==> src/rtl/note_sequencer.sv <==
// Note sequencer: walks a {length, pitch} note memory and drives a pitch code
// to the tone generator, with tick prescaling, articulation gap, pause/stop and looping.
module note_sequencer #(
    parameter int ADDR_W    = 10,
    parameter int PITCH_W   = 8,
    parameter int LEN_W     = 8,
    parameter int TICK_DIV  = 8,
    parameter int GAP_TICKS = 1
) (
    input  logic                       oclk,
    input  logic                       rst,
    input  logic                       start,
    input  logic                       stop,
    input  logic                       pause,
    input  logic                       loop_en,
    input  logic [PITCH_W+LEN_W-1:0]   data,
    output logic [ADDR_W-1:0]          cnt,
    output logic [PITCH_W-1:0]         outv,
    output logic                       playing,
    output logic                       note_strobe,
    output logic                       done
);

    localparam int PRE_W = (TICK_DIV > 1) ? $clog2(TICK_DIV) : 1;
    localparam logic [PRE_W-1:0]  PRE_MAX  = PRE_W'(TICK_DIV - 1);
    localparam logic [ADDR_W-1:0] ADDR_MAX = {ADDR_W{1'b1}};
    localparam logic [LEN_W-1:0]  GAP_LEN  = LEN_W'(GAP_TICKS);

    typedef enum logic [1:0] {
        IDLE  = 2'd0,
        FETCH = 2'd1,
        LOAD  = 2'd2,
        PLAY  = 2'd3
    } state_t;

    state_t             state;
    logic [LEN_W-1:0]   ticks_left;
    logic [PRE_W-1:0]   prescaler;
    logic [PITCH_W-1:0] pitch_r;

    logic [LEN_W-1:0]   len_f;
    logic [PITCH_W-1:0] pitch_f;
    logic               tick;

    assign len_f   = data[PITCH_W+LEN_W-1:PITCH_W];
    assign pitch_f = data[PITCH_W-1:0];
    assign tick    = (prescaler == PRE_MAX);

    // Sequencing FSM with note timing and one-cycle event pulses
    always_ff @(posedge oclk or posedge rst) begin
        if (rst) begin
            state       <= IDLE;
            cnt         <= '0;
            ticks_left  <= '0;
            prescaler   <= '0;
            pitch_r     <= '0;
            note_strobe <= 1'b0;
            done        <= 1'b0;
        end else begin
            note_strobe <= 1'b0;
            done        <= 1'b0;
            if (stop) begin
                state <= IDLE;
            end else begin
                case (state)
                    IDLE: begin
                        if (start) begin
                            cnt   <= '0;
                            state <= FETCH;
                        end
                    end
                    FETCH: begin
                        state <= LOAD;
                    end
                    LOAD: begin
                        if (len_f == '0) begin
                            if (loop_en) begin
                                cnt   <= '0;
                                state <= FETCH;
                            end else begin
                                done  <= 1'b1;
                                state <= IDLE;
                            end
                        end else begin
                            pitch_r     <= pitch_f;
                            ticks_left  <= len_f;
                            prescaler   <= '0;
                            note_strobe <= 1'b1;
                            state       <= PLAY;
                        end
                    end
                    PLAY: begin
                        if (!pause) begin
                            if (tick) begin
                                prescaler <= '0;
                                if (ticks_left > LEN_W'(1)) begin
                                    ticks_left <= ticks_left - LEN_W'(1);
                                // last address acts as an implicit end marker: never wrap silently
                                end else if (cnt == ADDR_MAX) begin
                                    if (loop_en) begin
                                        cnt   <= '0;
                                        state <= FETCH;
                                    end else begin
                                        done  <= 1'b1;
                                        state <= IDLE;
                                    end
                                end else begin
                                    cnt   <= cnt + ADDR_W'(1);
                                    state <= FETCH;
                                end
                            end else begin
                                prescaler <= prescaler + PRE_W'(1);
                            end
                        end
                    end
                    default: begin
                        state <= IDLE;
                    end
                endcase
            end
        end
    end

    // Output decode from state registers; pause mutes immediately
    always_comb begin
        outv    = '0;
        playing = (state != IDLE);
        if ((state == PLAY) && (ticks_left > GAP_LEN) && !pause) begin
            outv = pitch_r;
        end else begin
            outv = '0;
        end
    end

endmodule

==> config.mk <==
export PLATFORM = sky130hd
export DESIGN_NAME = note_sequencer
export DESIGN_NICKNAME = d
export VERILOG_FILES = /design/src/rtl/note_sequencer.sv
export SDC_FILE = /design/constraint.sdc
export NUM_CORES = 1
export LEC_CHECK = 0
export CAP_MARGIN = 20
export CORE_ASPECT_RATIO = 2
export CORE_UTILIZATION = 51
export DETAILED_ROUTE_END_ITERATION = 12
export GPL_TIMING_DRIVEN = 0
export MAX_ROUTING_LAYER = met4
export PLACE_DENSITY = 0.91
export SETUP_SLACK_MARGIN = 0.3
export SLEW_MARGIN = 10
export SYNTH_ARGS = -nofsm -noshare
export SYNTH_HDL_FRONTEND = slang
export SYNTH_SLANG_ARGS = --single-unit
==> constraint.sdc <==
create_clock -name oclk -period 2.8 [get_ports oclk]
set_clock_uncertainty 0.05 [all_clocks]
set_input_delay 0.42 -clock oclk [delete_from_list [all_inputs] [get_ports oclk]]
set_output_delay 0.42 -clock oclk [all_outputs]
set_load 0.02 [all_outputs]
=== After elaboration in Yosys (flattened, before gate mapping) ===
Index checks and enable logic that the tools add are counted.

* Register bits: 33
* Input port bits: 22
* Output and inout port bits: 21

* $add $sub $neg: 3
* Magnitude comparators: 1
* Eq/ne operators: 16
* Mux-type cells: 38
* Bitwise operators: 2
* Reductions and logical operators: 13

{| class="wikitable"
|+ Operators by type and width
! operator !! number
|-
| $mux W10 || 7
|-
| $mux W8 || 5
|-
| $pmux W10 S3 || 1
|-
| $pmux W8 S2 || 1
|-
| $mux W2 || 7
|-
| $ne A2 B2 Y1 const B || 7
|-
| $ne A3 B3 Y1 const B || 4
|-
| $mux W1 || 11
|-
| $add A10 B1 Y10 const B || 1
|-
| $eq A10 B10 Y1 const B || 1
|-
| $mux W3 || 3
|-
| $gt A8 B1 Y1 const B || 1
|-
| $logic_not A8 Y1 || 1
|-
| $pmux W2 S4 || 1
|-
| $reduce_and A4 Y1 || 2
|-
| $sub A8 B1 Y8 const B || 1
|-
| $reduce_and A7 Y1 || 1
|-
| $pmux W3 S2 || 1
|-
| $reduce_and A6 Y1 || 1
|-
| $eq A2 B2 Y1 const B || 2
|-
| $reduce_bool A2 Y1 || 2
|-
| $add A3 B1 Y3 const B || 1
|-
| $eq A3 B3 Y1 const B || 1
|-
| $reduce_and A3 Y1 || 1
|-
| other kinds (7) || 9
|}

=== Longest topological paths before layout ===
* Depth after elaboration: 7
* Gate-level depth with buffers: 8
* Gate-level depth less buffers: 7

=== Least setup slack after synthesis ===
Ideal clock, no wire load.

* Path kind: register -> output
* Start: reg ticks_left[0]
* End: out outv[0]
* Arrival time: 1.722 ns
* Setup slack: 0.608 ns
* Cell stages (with the launch flop): 7
* Path buffers: 0
* Cells stage by stage: dfrtp_1 -> inv_1 -> ha_1 -> nor2_1 -> nor3_2 -> nor3_1 -> and2_1

* Word-level cells in the longest chain between the ends: 4

{| class="wikitable"
|+ RTL lines
! what !! line !! source
|-
| start: declaration || 37 || <nowiki>logic [LEN_W-1:0] ticks_left;</nowiki>
|-
| start signal: assignment || 86 || <nowiki>ticks_left <= len_f;</nowiki>
|-
| start signal: assignment || 97 || <nowiki>ticks_left <= ticks_left - LEN_W'(1);</nowiki>
|-
| $gt A8 B1 Y1 || 128 || <nowiki>if ((state == PLAY) && (ticks_left > GAP_LEN) && !pause) begin</nowiki>
|-
| $logic_and A1 B1 Y1 (2 in a row) || 128 ||
|-
| $mux W8 || 128 ||
|-
| end: declaration || 18 || <nowiki>output logic [PITCH_W-1:0] outv,</nowiki>
|}

No other way between the ends.

=== Final worst setup path ===
* Start: reg ticks_left[4]
* End: out outv[2]

Same word-level chain as after synthesis.

==> qor.yml <==
power_and_ir_drop:
  p_per_area_nw_per_um2: 644
  ir_worst_vdd_uv: 551
  p_leak_nw: 1.10
  pwr-share-comb_pct: 32.1
  p_sw_share_pct: 33.2
  seq_power_share_pct: 41.1
  power.internal_mw: 1.15
  switchingPower_mw: 0.571
  p_clk_share_pct: 26.8
logic_synthesis:
  yosysUniqueCellTypes: 49
  netlist_instances: 222
  synth_nets: 249
  yosysTopAreaCell: "dfrtp_1"
  synthTopCellsByArea: "dfrtp_1 (40%), mux2_2 (5.0%), nor2_1 (4.2%), nand2_1 (3.7%), a21oi_1 (3.4%)"
  ys.flop_type: "dfrtp_1"
  synth_warnings: 0
  syn_area_um2: 2050
  synth_edf_count: 0
  yosysTopAreaCellShare_pct: 40.4
  postSynthAreaPerCell_um2: 9.21
  synth_seq_cells: 33
  async_reset_ff_share_pct: 100
  ys_seq_area_share_pct: 40.4
sta:
  worstMarginPinSlew_ns: 0.743
  min_period_over_period_pct: 90.2
  hold_viol: 0
  relSlewSlack_pct: 50.4
  setup_ws_ns: 0.275
  rsz0062_at_grt: "true"
  finalMaxSlewViolations: 0
  period_needed_ns: 2.52
  finalSetupViolCount: 0
  fmaxAchievable_mhz: 396
floorplan:
  coreArea_um2: 3840
  dieArea_um2: 4280
  io_pins: 43
  initial_core_util_pct: 53.2
  die_w_um: 46.8
  core.rowCount: 32
  die_y_um: 91.6
critical_path:
  critical_path_class: "reg2out"
  crit_slowest_cell: "or4_4"
  cp_data_required_time_ns: 2.33
  crit_arrival_ns: 2.05
  end_kind: "output port"
  crit_top_cell: "nor3_4"
  r2r_cells: 5
  start_kind: "register"
  max_stage_delay_ns: 0.57
  critPathMaxFanout: 8
  worstPathCellList: "or4_4 -> nor3_4 -> nor3_4 -> and2_1 -> clkdlybuf4s15_1"
final_layout:
  drive_above_1_share_pct: 19.2
  multi_input_area_um2: 1180
  diodes: 0
  nNetsFinal: 302
  nFillCells: 321
  syn_to_final_growth_pct: 30.5
  seq_area_um2: 826
  final_core_util_pct: 69.4
job:
  drv_cap: 0
drt:
  postRouteAntennaNets: 0
  vias_per_cell: 6.27
  dr.first_iter.drc_count: 81
  dr.pass1.iters: 5
  drcViolationCount: 0
  routed_wl_um: 5450
  num_vias: 2049
  post_drt_wl_per_cell_um: 16.7
place:
  port_buffers: 42
  gp_congestion: 0.902
  pre_cts_ws_ns: -0.272
  hpwlAfterDp_um: 3940
global_route:
  overflow: 0
  track_usage_pct: 28.9
  grt_pass1_wl_um: 8690
  grt_start_max_net_pins: 34
  grt_pass1_vias: 2063
  antenna_found_initial: 0
clock_tree:
  cts.sinks: 33
  clock_latency_ns: 0.29
  htree_levels: 2
  cts.path.max_buffers: 2
  path_clk_slew_ns: 0.07
  tritoncts: "done"
  cts-root-buf: "clkbuf_8"
  postCtsHoldBufs: 0
  numCtsBuffers: 5
worst_hold_path:
  hold_depth: 1
  hold_path_class: "reg2reg"
outcome:
  status: "finished, final reports clean"
power groups by stage:
| stage | clock [mW] | combinational [mW] | sequential (mW) |
|---|---|---|---|
| after global placement | 0 | 0.456 | 0.708 |
| after CTS | 0.471 | 0.551 | 0.700 |
| after floorplan | 0 | 0.351 | 0.688 |
| after detailed placement | 0 | 0.480 | 0.714 |
| after global routing | 0.487 | 0.598 | 0.723 |
| final | 0.461 | 0.551 | 0.706 |
layout make-up:
cell class	instances	share of cell area, %
Buffer	7	1.36
Clock buffer	7	3.23
Clock inverter	1	1.13
Inverter	7	0.985
Multi-Input combinational cell	175	44.4
Sequential cell	33	30.9
Tap cell	51	2.39
Timing Repair Buffer	46	15.6
cell families (layout without fill, tap and decap cells):
family	after synthesis	in the layout	synth area share (%)
AND/OR/NAND/NOR	99	99	26.5
flip-flops	33	33	40.4
multiplexers	9	9	4.95
adder cells (fa/ha/maj)	5	5	3.06
AO/OA/AOI/OAI	62	62	22.2
buffers and inverters	14	68	2.94
per-stage QoR:
stage                     TNS, ns  cells  hold slack [ns]  power [mW]  instance area [µm²]
after floorplan                 0    222            0.404        1.04                 2050
after detailed placement    -2.05    315            0.437        1.19                 2530
after global placement      -1.59    315            0.419        1.16                 2530
after CTS                       0    327            0.452        1.72                 2700
after global routing            0    327            0.457        1.81                 2670
final                           0    327            0.447        1.72                 2670
placed cells by master (no fill, tap or decap), drive strengths merged, types with 9 or more instances in the layout:
master / n
mux2: 9
clkbuf: 19
a21oi: 14
nand2: 20
clkdlybuf4s50: 34
nor3: 10
o21ai: 16
dfrtp: 33
nor2: 23
and2: 11
synthesized netlist by cell type (3+ instances only):
cell / number
nand2_1: 20
and2_1: 11
nand3_1: 6
nor3b_1: 4
o21ai_0: 8
o22ai_1: 3
ha_1: 5
o21ai_1: 3
a31oi_1: 6
a21oi_1: 14
o22a_2: 3
nor2_1: 23
o21ai_2: 4
clkbuf_1: 6
mux2_2: 9
and3_1: 4
o2bb2ai_1: 3
nand4_1: 3
or2_2: 3
nor3_1: 9
dfrtp_1: 33
inv_1: 7
final timing paths:
| path | start | endpoint | slack [ns] |
|---|---|---|---|
| max | ticks_left[4] | outv[2] | 0.28 |
| min | pitch_r[3] | pitch_r[3] | 0.45 |
| max reg2reg | ticks_left[4] | cnt[5] | 0.41 |
| min reg2reg | pitch_r[3] | pitch_r[3] | 0.45 |
| max in group asynchronous | rst | ticks_left[5] | 1.75 |
| min in group asynchronous | rst | cnt[4] | 0.50 |
worst max-delay path, delay by kind of cell (launching register included):
kind | cells | cell delay [ns]
buf+inv | 1 | 0.30
flops | 1 | 0.41
simple gates | 4 | 1.05
flip-flops by register name, summed over array words and instances (netlist names):
name / count
done: 1
prescaler: 3
cnt: 10
note_strobe: 1
state: 2
pitch_r: 8
ticks_left: 8
layer usage:
metal	part of all wire (%)	vias to the layer above	track usage, %
met4	6.1	0	21.0
met1	32	971	24.5
met5	0	-	-
met3	6.1	35	5.96
li1	-	930	-
met2	56	113	50.1
what timing repair did:
item                                    CTS  global route
buffers inserted                          4             0
resized for setup                        21            10
endpoints found under the setup margin    8             8
cloned                                    0             0
pin swaps                                 3             1
Power figures use the tool's default switching activity.
